===== src/rtl/dphy_byte_packer_pkg.sv =====
// Shared capture definitions: packer FSM states and capture-wide widths/constants.
package dphy_byte_packer_pkg;

  typedef enum logic [2:0] {
    ST_IDLE,
    ST_ARMED,
    ST_HUNT,
    ST_PACK,
    ST_DONE
  } cap_state_t;

  localparam logic [7:0] CAP_SYNC_BYTE = 8'hB8;
  localparam int         CAP_CNT_W     = 21;

endpackage


===== src/rtl/dphy_byte_packer_if.sv =====
// Byte stream from the D-PHY HS receiver and packed-word stream to storage.
interface dphy_byte_packer_if;
  logic        hs_active;
  logic [7:0]  byte_in;
  logic        byte_valid;
  logic [31:0] data_out;
  logic        data_out_valid;

  modport master (
    input  hs_active, byte_in, byte_valid,
    output data_out, data_out_valid
  );

  modport slave (
    output hs_active, byte_in, byte_valid,
    input  data_out, data_out_valid
  );
endinterface


===== src/rtl/dphy_byte_packer.sv =====
// Finds the sync leader of each HS burst and packs payload bytes little-endian
// into 32-bit words for storage; stops after CAPTURE_WORDS words.
module dphy_byte_packer
  import dphy_byte_packer_pkg::*;
#(
  parameter logic [7:0] SYNC_BYTE     = CAP_SYNC_BYTE,
  parameter int         CAPTURE_WORDS = 65536,
  parameter int         CNT_W         = CAP_CNT_W
) (
  input  logic               sys_clk,
  input  logic               sys_rst_n,
  input  logic               arm,
  dphy_byte_packer_if.master lane,
  output logic               busy,
  output logic               done,
  output logic [CNT_W-1:0]   word_count,
  output logic [7:0]         sync_err_count
);

  localparam logic [CNT_W-1:0] CAP_LAST = CNT_W'(CAPTURE_WORDS - 1);

  function automatic logic [7:0] sat_inc8(input logic [7:0] v);
    return (v == 8'hFF) ? v : v + 8'd1;
  endfunction

  cap_state_t  state, state_nxt;
  logic        hs_active_p1;
  logic [1:0]  byte_idx, idx_nxt, idx_acc;
  logic [31:0] word_buf, buf_nxt, word_acc;
  logic        emit, err_inc, clr_count;
  logic        hs_rise, last_word;

  assign hs_rise   = lane.hs_active & ~hs_active_p1;
  assign last_word = (word_count == CAP_LAST);
  assign busy      = (state == ST_ARMED) || (state == ST_HUNT) || (state == ST_PACK);

  always_comb begin
    state_nxt = state;
    idx_nxt   = byte_idx;
    buf_nxt   = word_buf;
    word_acc  = word_buf;
    idx_acc   = byte_idx;
    emit      = 1'b0;
    err_inc   = 1'b0;
    clr_count = 1'b0;
    case (state)
      ST_IDLE: begin
        if (arm) begin
          state_nxt = ST_ARMED;
          clr_count = 1'b1;
        end
      end
      ST_ARMED: begin
        if (hs_rise) state_nxt = ST_HUNT;
      end
      ST_HUNT: begin
        if (lane.byte_valid) begin
          if (lane.byte_in == SYNC_BYTE) begin
            state_nxt = ST_PACK;
            idx_nxt   = 2'd0;
            buf_nxt   = '0;
          end else begin
            err_inc   = 1'b1;
            state_nxt = ST_ARMED;
          end
        end else if (!lane.hs_active) begin
          state_nxt = ST_ARMED;
        end
      end
      ST_PACK: begin
        // A byte arriving with the falling hs_active is merged before any flush.
        if (lane.byte_valid) begin
          word_acc[{byte_idx, 3'b000} +: 8] = lane.byte_in;
          idx_acc = byte_idx + 2'd1;
        end
        if (lane.byte_valid && (byte_idx == 2'd3)) emit = 1'b1;
        else if (!lane.hs_active && (idx_acc != 2'd0)) emit = 1'b1;
        if (emit) begin
          buf_nxt = '0;
          idx_nxt = 2'd0;
        end else begin
          buf_nxt = word_acc;
          idx_nxt = idx_acc;
        end
        if (emit && last_word) begin
          state_nxt = ST_DONE;
        end else if (!lane.hs_active) begin
          state_nxt = ST_ARMED;
          idx_nxt   = 2'd0;
          buf_nxt   = '0;
        end
      end
      ST_DONE: state_nxt = ST_IDLE;
      default: state_nxt = ST_IDLE;
    endcase
  end

  // Stage p1: registered state, edge detector and word strobe
  always_ff @(posedge sys_clk or negedge sys_rst_n) begin
    if (!sys_rst_n) begin
      state               <= ST_IDLE;
      hs_active_p1        <= 1'b0;
      byte_idx            <= 2'd0;
      word_buf            <= '0;
      lane.data_out       <= '0;
      lane.data_out_valid <= 1'b0;
      done                <= 1'b0;
      word_count          <= '0;
      sync_err_count      <= '0;
    end else begin
      state               <= state_nxt;
      hs_active_p1        <= lane.hs_active;
      byte_idx            <= idx_nxt;
      word_buf            <= buf_nxt;
      lane.data_out_valid <= emit;
      if (emit) lane.data_out <= word_acc;
      done                <= (state == ST_DONE);
      if (clr_count) word_count <= '0;
      else if (emit) word_count <= word_count + 1'b1;
      if (err_inc) sync_err_count <= sat_inc8(sync_err_count);
    end
  end

endmodule


===== src/flat_wrapper.sv =====
// flat-port wrapper written by rule: the top's interface ports become plain ports
module dphy_byte_packer_flat import dphy_byte_packer_pkg::*;
#(
  parameter logic [7:0] SYNC_BYTE     = CAP_SYNC_BYTE,
  parameter int         CAPTURE_WORDS = 65536,
  parameter int         CNT_W         = CAP_CNT_W
)
  (sys_clk, sys_rst_n, arm, busy, done, word_count, sync_err_count, lane_hs_active, lane_byte_in, lane_byte_valid, lane_data_out, lane_data_out_valid);
  dphy_byte_packer_if lane_i ();
  input  logic sys_clk;
  input  logic sys_rst_n;
  input  logic arm;
  output logic busy;
  output logic done;
  output logic [CNT_W-1:0] word_count;
  output logic [7:0] sync_err_count;
  input wire logic [$bits(lane_i.hs_active)-1:0] lane_hs_active;
  input wire logic [$bits(lane_i.byte_in)-1:0] lane_byte_in;
  input wire logic [$bits(lane_i.byte_valid)-1:0] lane_byte_valid;
  output wire logic [$bits(lane_i.data_out)-1:0] lane_data_out;
  output wire logic [$bits(lane_i.data_out_valid)-1:0] lane_data_out_valid;
  assign lane_i.hs_active = lane_hs_active;
  assign lane_i.byte_in = lane_byte_in;
  assign lane_i.byte_valid = lane_byte_valid;
  assign lane_data_out = lane_i.data_out;
  assign lane_data_out_valid = lane_i.data_out_valid;
  dphy_byte_packer #(.SYNC_BYTE(SYNC_BYTE), .CAPTURE_WORDS(CAPTURE_WORDS), .CNT_W(CNT_W)) u_core (.sys_clk(sys_clk), .sys_rst_n(sys_rst_n), .arm(arm), .lane(lane_i), .busy(busy), .done(done), .word_count(word_count), .sync_err_count(sync_err_count));
endmodule

===== config.mk =====
export PLATFORM = sky130hd
export DESIGN_NAME = dphy_byte_packer_flat
export DESIGN_NICKNAME = d
export VERILOG_FILES = /design/src/rtl/dphy_byte_packer_pkg.sv /design/src/rtl/dphy_byte_packer_if.sv /design/src/rtl/dphy_byte_packer.sv /design/src/flat_wrapper.sv
export SDC_FILE = /design/constraint.sdc
export NUM_CORES = 1
export LEC_CHECK = 0
export BUFFER_PORTS_ARGS = -buffer_cell sky130_fd_sc_hd__clkbuf_2
export CORE_ASPECT_RATIO = 1.75
export CORE_MARGIN = 4
export CORE_UTILIZATION = 61
export DETAILED_ROUTE_END_ITERATION = 8
export PLACE_DENSITY = 0.85
export SLEW_MARGIN = 25
export SYNTH_ARGS = -nofsm -noshare
export SYNTH_HDL_FRONTEND = slang
export SYNTH_SLANG_ARGS = --single-unit

===== constraint.sdc =====
create_clock -name sys_clk -period 4.2 [get_ports sys_clk]
set_input_delay 0 -clock sys_clk [delete_from_list [all_inputs] [get_ports sys_clk]]
set_output_delay 0 -clock sys_clk [all_outputs]
set_load 0.03 [all_outputs]

# Word level (Yosys, flattened, before mapping)
# Cells that the tools add are included.
word_totals:
  register_bits: 101
  out_inout_bits: 64
  elab_cells: 78
classes:
  add_sub_neg: 4
  eq_ne: 12
  shift: 2
  mux: 35
  bitwise_logic: 3
  reduce_logical: 13
ops:
  columns: ["op", "count"]
  rows:
  - ["32-bit 2-to-1 mux", 7]
  - ["32-bit case mux with 2 select lines", 1]
  - ["21-bit 2-to-1 mux", 2]
  - ["32-bit bitwise mux", 1]
  - ["8-bit by 7-bit variable shift with 32-bit output (first input constant)", 1]
  - ["8-bit by 7-bit variable part select with 32-bit output", 1]
  - ["21-bit by 1-bit adder with 21-bit output (second input constant)", 1]
  - ["21-bit by 16-bit equality test with 1-bit output (second input constant)", 1]
  - ["8-bit equality test (second input constant)", 2]
  - ["2-bit 2-to-1 mux", 8]
  - ["3-bit 2-to-1 mux", 5]
  - ["3-bit case mux with 4 select lines", 1]
  - ["1-bit 2-to-1 mux", 9]
  - ["8-bit by 1-bit adder with 8-bit output (second input constant)", 1]
  - ["5-bit negator with 7-bit output", 1]
  - ["3-bit by 2-bit equality test with 1-bit output (second input constant)", 2]
  - ["2-bit != test (second input constant)", 3]
  - ["2-bit nonzero test", 3]
  - ["2-bit case mux with 2 select lines", 1]
  - ["2-bit AND reduction", 2]
  - ["3-bit by 1-bit equality test with 1-bit output (second input constant)", 1]
  - ["3-bit equality test (second input constant)", 1]
  - ["1-bit logical AND", 3]
  - ["3-bit logical NOT", 1]
  - ["other kinds (8)", 10]

# Logic depth before layout (Yosys ltp)
# Gate-level depths: netlist (run 1).
logic_depth:
  word_depth: 12
  depth_mapped: 8
  depth_no_buf: 7

# Worst setup path after synthesis (run 1)
# No wires, ideal clock.
synth_path:
  path_kind: "register to register"
  from: "register u_core.byte_idx[0]"
  to: "register u_core.lane.data_out[10]"
  setup_ps: 125
  t_arrival_ps: 2248
  slack_ps: 1827
  stages_incl_launch_ff: 9
  path_buffers: 1
  cell_sequence: "dfrtp_1 inv_1 ha_1 and4bb_1 a211oi_2 nand2_1 inv_2 buf_4 mux2_2"
synth_via:
  elab_chain_cells: 9
  elab_cells_between_ends: 17
  classes_between: "add/sub (2); eq/ne (1); shift (2); mux (9); reduce/logical (3)"
synth_lines:
  columns: ["element", "line_no", "rtl"]
  rows:
  - ["start: declaration", "dphy_byte_packer.sv:28", "logic [1:0] byte_idx, idx_nxt, idx_acc;"]
  - ["start signal: assignment", "dphy_byte_packer.sv:113", "byte_idx <= idx_nxt;"]
  - ["parallel branches: the longest is 9 deep, another holds 5-bit negator with 7-bit output", null, null]
  - ["end signal: assignment", "dphy_byte_packer.sv:116", "if (emit) lane.data_out <= word_acc;"]
  - ["end: declaration", "dphy_byte_packer_if.sv:11", "output data_out, data_out_valid"]
# Several ways; the timed one is not identified. The select of a mux whose other input is x is not followed.
# A chain may end at the register's enable or synchronous reset.

# Worst setup path after layout (run 1)
layout_path:
  from: "register u_core.byte_idx[0]"
  to: "register u_core.lane.data_out[0]"
# The elaborated chain is that of the path after synthesis.

==> impl_metrics.toml, run 1 <==
[outcome]
outcome = "finished, final reports clean"

[clock_network]
cts_tree = "built"
htree_levels = 3
clock_path_buffers = 2
cts_resized = 0
cts_setup_buffers = 0
cts-root-buf = "clkbuf_16"
clk_pin_slew_worst_paths_ps = 70
clock_latency_ps = 350
clock_sinks = 101
numCtsBuffers = 9

[die]
rows = 43
ios = 77
core_um2 = 7910
start_util_pct = 62.5
dieArea_um2 = 9670
fp.dieH_um = 127
die_w_um = 76.1

[yosys]
synth_fa_ha_area_share_pct = 1.77
synth_cells = 417
netlist.area_leader.share_pct = 51.1
synth-edff-count = 0
yosys_most_used_dff = "dfrtp_1"
synthArstFlopShare_pct = 100
syn_area_um2 = 4940
synth_xor_xnor_area_share_pct = 1.24
yosysUniqueCellTypes = 59
ys_ff_latch = 101
ys_seq_area_share_pct = 51.1
synth.top_cells.by_area = "dfrtp_1 (51%), a22o_1 (9.9%), mux2_2 (7.3%)"
muxShareOfSynthArea_pct = 10.0
synth.avg_cell_area_um2 = 11.9
synth-simple-area-share_pct = 17.2
synth_nets = 437
synth_top_family_by_area = "simple AND/OR/NAND/NOR gates"
synth_compound_area_share_pct = 15.3
synth.largest_area_cell = "dfrtp_1"
yosysWarningCount = 0

[sta]
setup_viol = 0
fin_skew_ps = 7.81
rsz0062_at_grt = "no"
worst_slack_ps = 1170
max_freq_ghz = 0.330
hold_violations = 0
finalMaxSlewViolations = 0
min_period_ps = 3030
worstMarginPinSlew_ps = 990
setup-tns-final_ps = 0
period_share_pct = 72.1
timing.hold.ws_ps = 55.0
max_slew_margin_pct = 33.7

[worst_setup_path]
critPathSlowestCell = "inv_2"
crit_fanout = 33
end_kind = "flop"
start_kind = "flop"
required_ps = 4420
worstPathCellList = "inv_1 -> ha_1 -> and4bb_1 -> a211oi_2 -> nand2_1 -> inv_2 -> mux2_2"
path_buf_inv = 2
max_stage_delay_ps = 560
crit_type = "reg2reg"
critPathArrivalTime_ps = 3250
cp_top_family = "buffers and inverters"

[layout]
area_growth_pct = 14.8
mostFrequentLayoutCell = "dfrtp_1"
finalNonFillerCells = 576
finish.utilization_pct = 71.8
final_area_um2 = 5680
drive_gt1_share_pct = 32.3
fin_nets = 501
final_cell_mix = "dfrtp_1 (101), clkbuf_2 (75), a22o_1 (56)"
diodes = 0

[pwr]
p_per_area_nw_per_um2 = 513
cellLeakagePower_nw = 2.78
max-vdd-ir-drop_v = 0.000421
finalPower_mw = 2.91

[grt]
antenna_found_initial = 0
grt_usage_pct = 25.2
grt-ovfl-total = 0
grt_max_degree = 60
grt_pass1_vias = 3953
grt_pass1_wl_um = 19600

[routing]
antenna_left = 0
viasPerCell = 6.52
first_pass_iters = 5
postRouteWirelength_um = 11700
drtIter0Drc = 212
routedWlPerCell_um = 20.3
drc = 0
dr_total_vias = 3753

[placement]
place_ws_ps = 1200
routabilityCongestion = 0.864
dp.cells = 558
hpwl_um = 8000
placed_cell_area_um2 = 5330
port_buffers = 76

[min_path]
hold_path_class = "in2reg"

[run]
cap_viol_max_count = 0
==> worst reg2reg max path, stage by stage (launching register included) <==
cell	delay, ps
dfrtp_1	540
inv_1	200
ha_1	410
and4bb_1	230
a211oi_2	340
nand2_1	170
inv_2	560
mux2_2	460
==> synth_stat cells, types with 3 or more instances <==
library cell,count
a21oi_1,7
o31ai_1,8
and2_1,3
o22ai_2,3
buf_1,4
xor2_1,7
nor4_2,4
buf_2,7
nor3_1,4
nor2b_1,13
dfrtp_1,101
or4_1,6
mux2i_1,11
nand3_1,13
inv_1,9
buf_4,4
clkbuf_1,9
nand2_1,27
nand4_1,7
or2_2,12
o21ai_0,4
ha_1,7
mux2_2,32
and4_1,4
nor2_1,6
nor4_1,7
o311ai_0,3
o22ai_1,3
a22o_1,56
==> logic make-up (layout without fill, tap and decap cells) <==
logic type	after synthesis	after routing
XOR/XNOR	7	7
AND/OR/NAND/NOR	130	130
AO/OA/AOI/OAI	91	91
multiplexers	45	45
buffers and inverters	36	105
adder cells (fa/ha/maj)	7	7
flip-flops	101	101
==> where the power goes <==
group	internal, mW	switching [mW]
sequential	1.09	0.118
clock	0.540	0.360
combinational	0.278	0.529
total	1.90	1.01
==> registers in the layout, summed over array words and instances (netlist names) <==
name	flops
u_core.hs_active_p1	1
u_core.lane.data_out	32
u_core.byte_idx	2
u_core.lane.data_out_valid	1
u_core.word_buf	32
u_core.word_count	21
u_core.state	3
u_core.sync_err_count	8
u_core.done	1
==> routing by layer <==
layer	routed length [um]	vias to the layer above	global-route usage, %	part of all wire [%]
li1	-	1690	-	-
met1	4500	1882	29.8	39
met2	6220	151	43.8	53
met3	599	30	4.94	5.1
met4	346	0	11.9	3.0
met5	0	-	0	0
==> repair_timing <==
action,4_1_cts,5_1_grt
hold endpoints to repair,44,0
hold buffers,2,0
setup endpoints to repair,0,0
==> cell type report <==
class | count | area, um^2
Fill cell | 558 | 2230
Sequential cell | 101 | 2530
Timing Repair Buffer | 79 | 410
Clock buffer | 11 | 243
Clock inverter | 5 | 81.3
Multi-Input combinational cell | 280 | 2260
Tap cell | 90 | 113
Inverter | 10 | 37.5
==> final timing paths <==
path	from	endpoint	slack (ps)	depth (start not counted)
max reg2reg	u_core.byte_idx[0]	u_core.lane.data_out[0]	1170	7
max	u_core.byte_idx[0]	u_core.lane.data_out[0]	1170	7
min	lane_byte_in[4]	u_core.word_buf[4]	50	2
max in group asynchronous	sys_rst_n	u_core.lane.data_out[1]	2880	3
min reg2reg	u_core.word_buf[18]	u_core.word_buf[18]	500	1
min in group asynchronous	sys_rst_n	u_core.lane.data_out_valid	180	2
Power figures use the tool's default switching activity.
==> run 2: changes to the inputs <==
--- a/config.mk
+++ b/config.mk
@@ -8,9 +8,9 @@
 export BUFFER_PORTS_ARGS = -buffer_cell sky130_fd_sc_hd__clkbuf_2
 export CORE_ASPECT_RATIO = 1.75
 export CORE_MARGIN = 4
-export CORE_UTILIZATION = 61
+export CORE_UTILIZATION = 51
 export DETAILED_ROUTE_END_ITERATION = 8
-export PLACE_DENSITY = 0.85
+export PLACE_DENSITY = 0.76
 export SLEW_MARGIN = 25
 export SYNTH_ARGS = -nofsm -noshare
 export SYNTH_HDL_FRONTEND = slang
==> constraint.sdc (replaced) <==
create_clock -name sys_clk -period 2.6 [get_ports sys_clk]
set_input_delay 0 -clock sys_clk [delete_from_list [all_inputs] [get_ports sys_clk]]
set_output_delay 0 -clock sys_clk [all_outputs]
set_load 0.03 [all_outputs]
==> run 2 against run 1 <==
- hold slack worse by 9.2 ps
- wire length down 1.3%
- highest routed layer unchanged
- critical path depth down 1
- sequential power up 60%
- sequential share of layout area down 0.95 points
- final area up 2.2%
==> impl_metrics.toml, run 2 (same netlist as run 1, synthesis figures left out) <==
[sta]
fin_skew_ps = 7.36
setup-tns-final_ps = 0
rsz0062_at_grt = "no"
max_slew_margin_pct = 51.8
period_share_pct = 93.9
min_period_ps = 2440
timing.hold.ws_ps = 45.8
hold_violations = 0
setup_viol = 0
finalMaxSlewViolations = 0
worst_slack_ps = 159
max_freq_ghz = 0.410
worstMarginPinSlew_ps = 721

[routing]
routedWlPerCell_um = 18.7
postRouteWirelength_um = 11500
antenna_left = 0
drtIter0Drc = 106
drc = 0
dr_total_vias = 3703
first_pass_iters = 4
viasPerCell = 6.01

[die]
die_w_um = 82.4
fp.dieH_um = 138
dieArea_um2 = 11400
core_um2 = 9470
ios = 77
start_util_pct = 52.2
rows = 47

[clock_network]
htree_levels = 3
clock_sinks = 101
cts-root-buf = "clkbuf_16"
cts_tree = "built"
clock_latency_ps = 340
clk_pin_slew_worst_paths_ps = 70
numCtsBuffers = 9
clock_path_buffers = 2

[pwr]
pwr-share-seq_pct = 40.6
power.share.clock_pct = 30.6
sw_frac_of_total_pct = 34.2
p_int_mw = 3.12
max-vdd-ir-drop_v = 0.000479
p_comb_share_pct = 28.8
p_sw_mw = 1.62
p_per_area_nw_per_um2 = 817
cellLeakagePower_nw = 2.83

[grt]
antenna_found_initial = 0
grt_pass1_wl_um = 18400
grt_max_degree = 53
grt_usage_pct = 20.9
grt_pass1_vias = 3761
grt-ovfl-total = 0

[outcome]
outcome = "finished, final reports clean"

[worst_setup_path]
crit_path_end = "u_core.word_count[13]"
crit_fanout = 25
worstPathCellList = "inv_1 -> ha_1 -> and4bb_1 -> a211o_2 -> or4_1 -> a21oi_1"
r2r_slack_ps = 160
r2r-end = "u_core.word_count[13]"
crit_type = "reg2reg"
crit-reg2reg-launch = "u_core.byte_idx[1]"
required_ps = 2870
r2r_cells = 6
start_kind = "flop"
critPathSlowestCell = "or4_1"
end_kind = "flop"
max_stage_delay_ps = 570
crit_start = "u_core.byte_idx[1]"
critPathArrivalTime_ps = 2720

[layout]
fin_nets = 510
area_growth_pct = 17.3
diodes = 0
mostFrequentLayoutCell = "dfrtp_1"
final_cell_mix = "dfrtp_1 (101), clkbuf_2 (75), a22o_1 (56)"
drive_gt1_share_pct = 33.8
reg.largest.list = "u_core.lane.data_out: 32 flops, u_core.word_buf: 32 flops, u_core.word_count: 21 flops"
finish.utilization_pct = 61.3
final_area_um2 = 5800

[min_path]
hold_path_class = "in2reg"

[placement]
port_buffers = 76
placed_cell_area_um2 = 5460
hpwl_um = 8020
place_ws_ps = 70.0
routabilityCongestion = 0.849

[run]
cap_viol_max_count = 0
## run 2: worst min-delay path by stage
stage	endpoint	slack [ps]	from	depth (start not counted)
after floorplan	u_core.byte_idx[0]	-300	sys_rst_n	0
after detailed placement	u_core.lane.data_out_valid	80	sys_rst_n	1
after CTS	u_core.byte_idx[0]	30	lane_byte_valid	3
final	u_core.byte_idx[0]	50	lane_byte_valid	3
after global placement	u_core.lane.data_out_valid	70	sys_rst_n	1
after global routing	u_core.byte_idx[0]	50	lane_byte_valid	3
## run 2: area by class of cell
type / instances / area, um^2
Fill cell: 755 / 3670
Sequential cell: 101 / 2530
Multi-Input combinational cell: 280 / 2260
Timing Repair Buffer: 88 / 503
Clock buffer: 10 / 239
Tap cell: 122 / 153
Clock inverter: 5 / 83.8
Inverter: 10 / 37.5
## run 2: stage by stage
stage	cells	power [mW]
floorplan	417	2.89
global placement	599	3.25
detailed placement	599	3.31
CTS	616	4.77
global route	616	4.97
finish	616	4.74
## run 2: power groups by stage
stage | Sequential, mW | Combinational, mW | Clock, mW
5_1_grt | 1.95 | 1.47 | 1.55
4_1_cts | 1.92 | 1.37 | 1.48
6_report | 1.92 | 1.36 | 1.45
2_1_floorplan | 2.13 | 0.758 | 0
3_3_place_gp | 1.94 | 1.32 | 0
3_5_place_dp | 1.95 | 1.36 | 0
## run 2: repair_timing
item | CTS | global route
hold buffers | 2 | 0
endpoints found under the setup margin | 0 | 13
endpoints found under the hold margin | 53 | 0
buffers inserted | 0 | 0
resized for setup | 0 | 1
## run 2: critical path: cells and delay by family, from the launching register on
kind	cells	cell delay (ps)
flops	1	410
compound gates	2	660
buf+inv	1	120
fa+ha+maj	1	380
simple gates	2	800
## run 2: metal layers
metal / part of all wire [%] / vias up / global-route usage (%)
met2: 53 / 121 / 34.6
li1: - / 1714 / -
met4: 2.2 / 0 / 8.14
met3: 4.6 / 24 / 4.62
met5: 0 / - / 0
met1: 40 / 1844 / 26.1
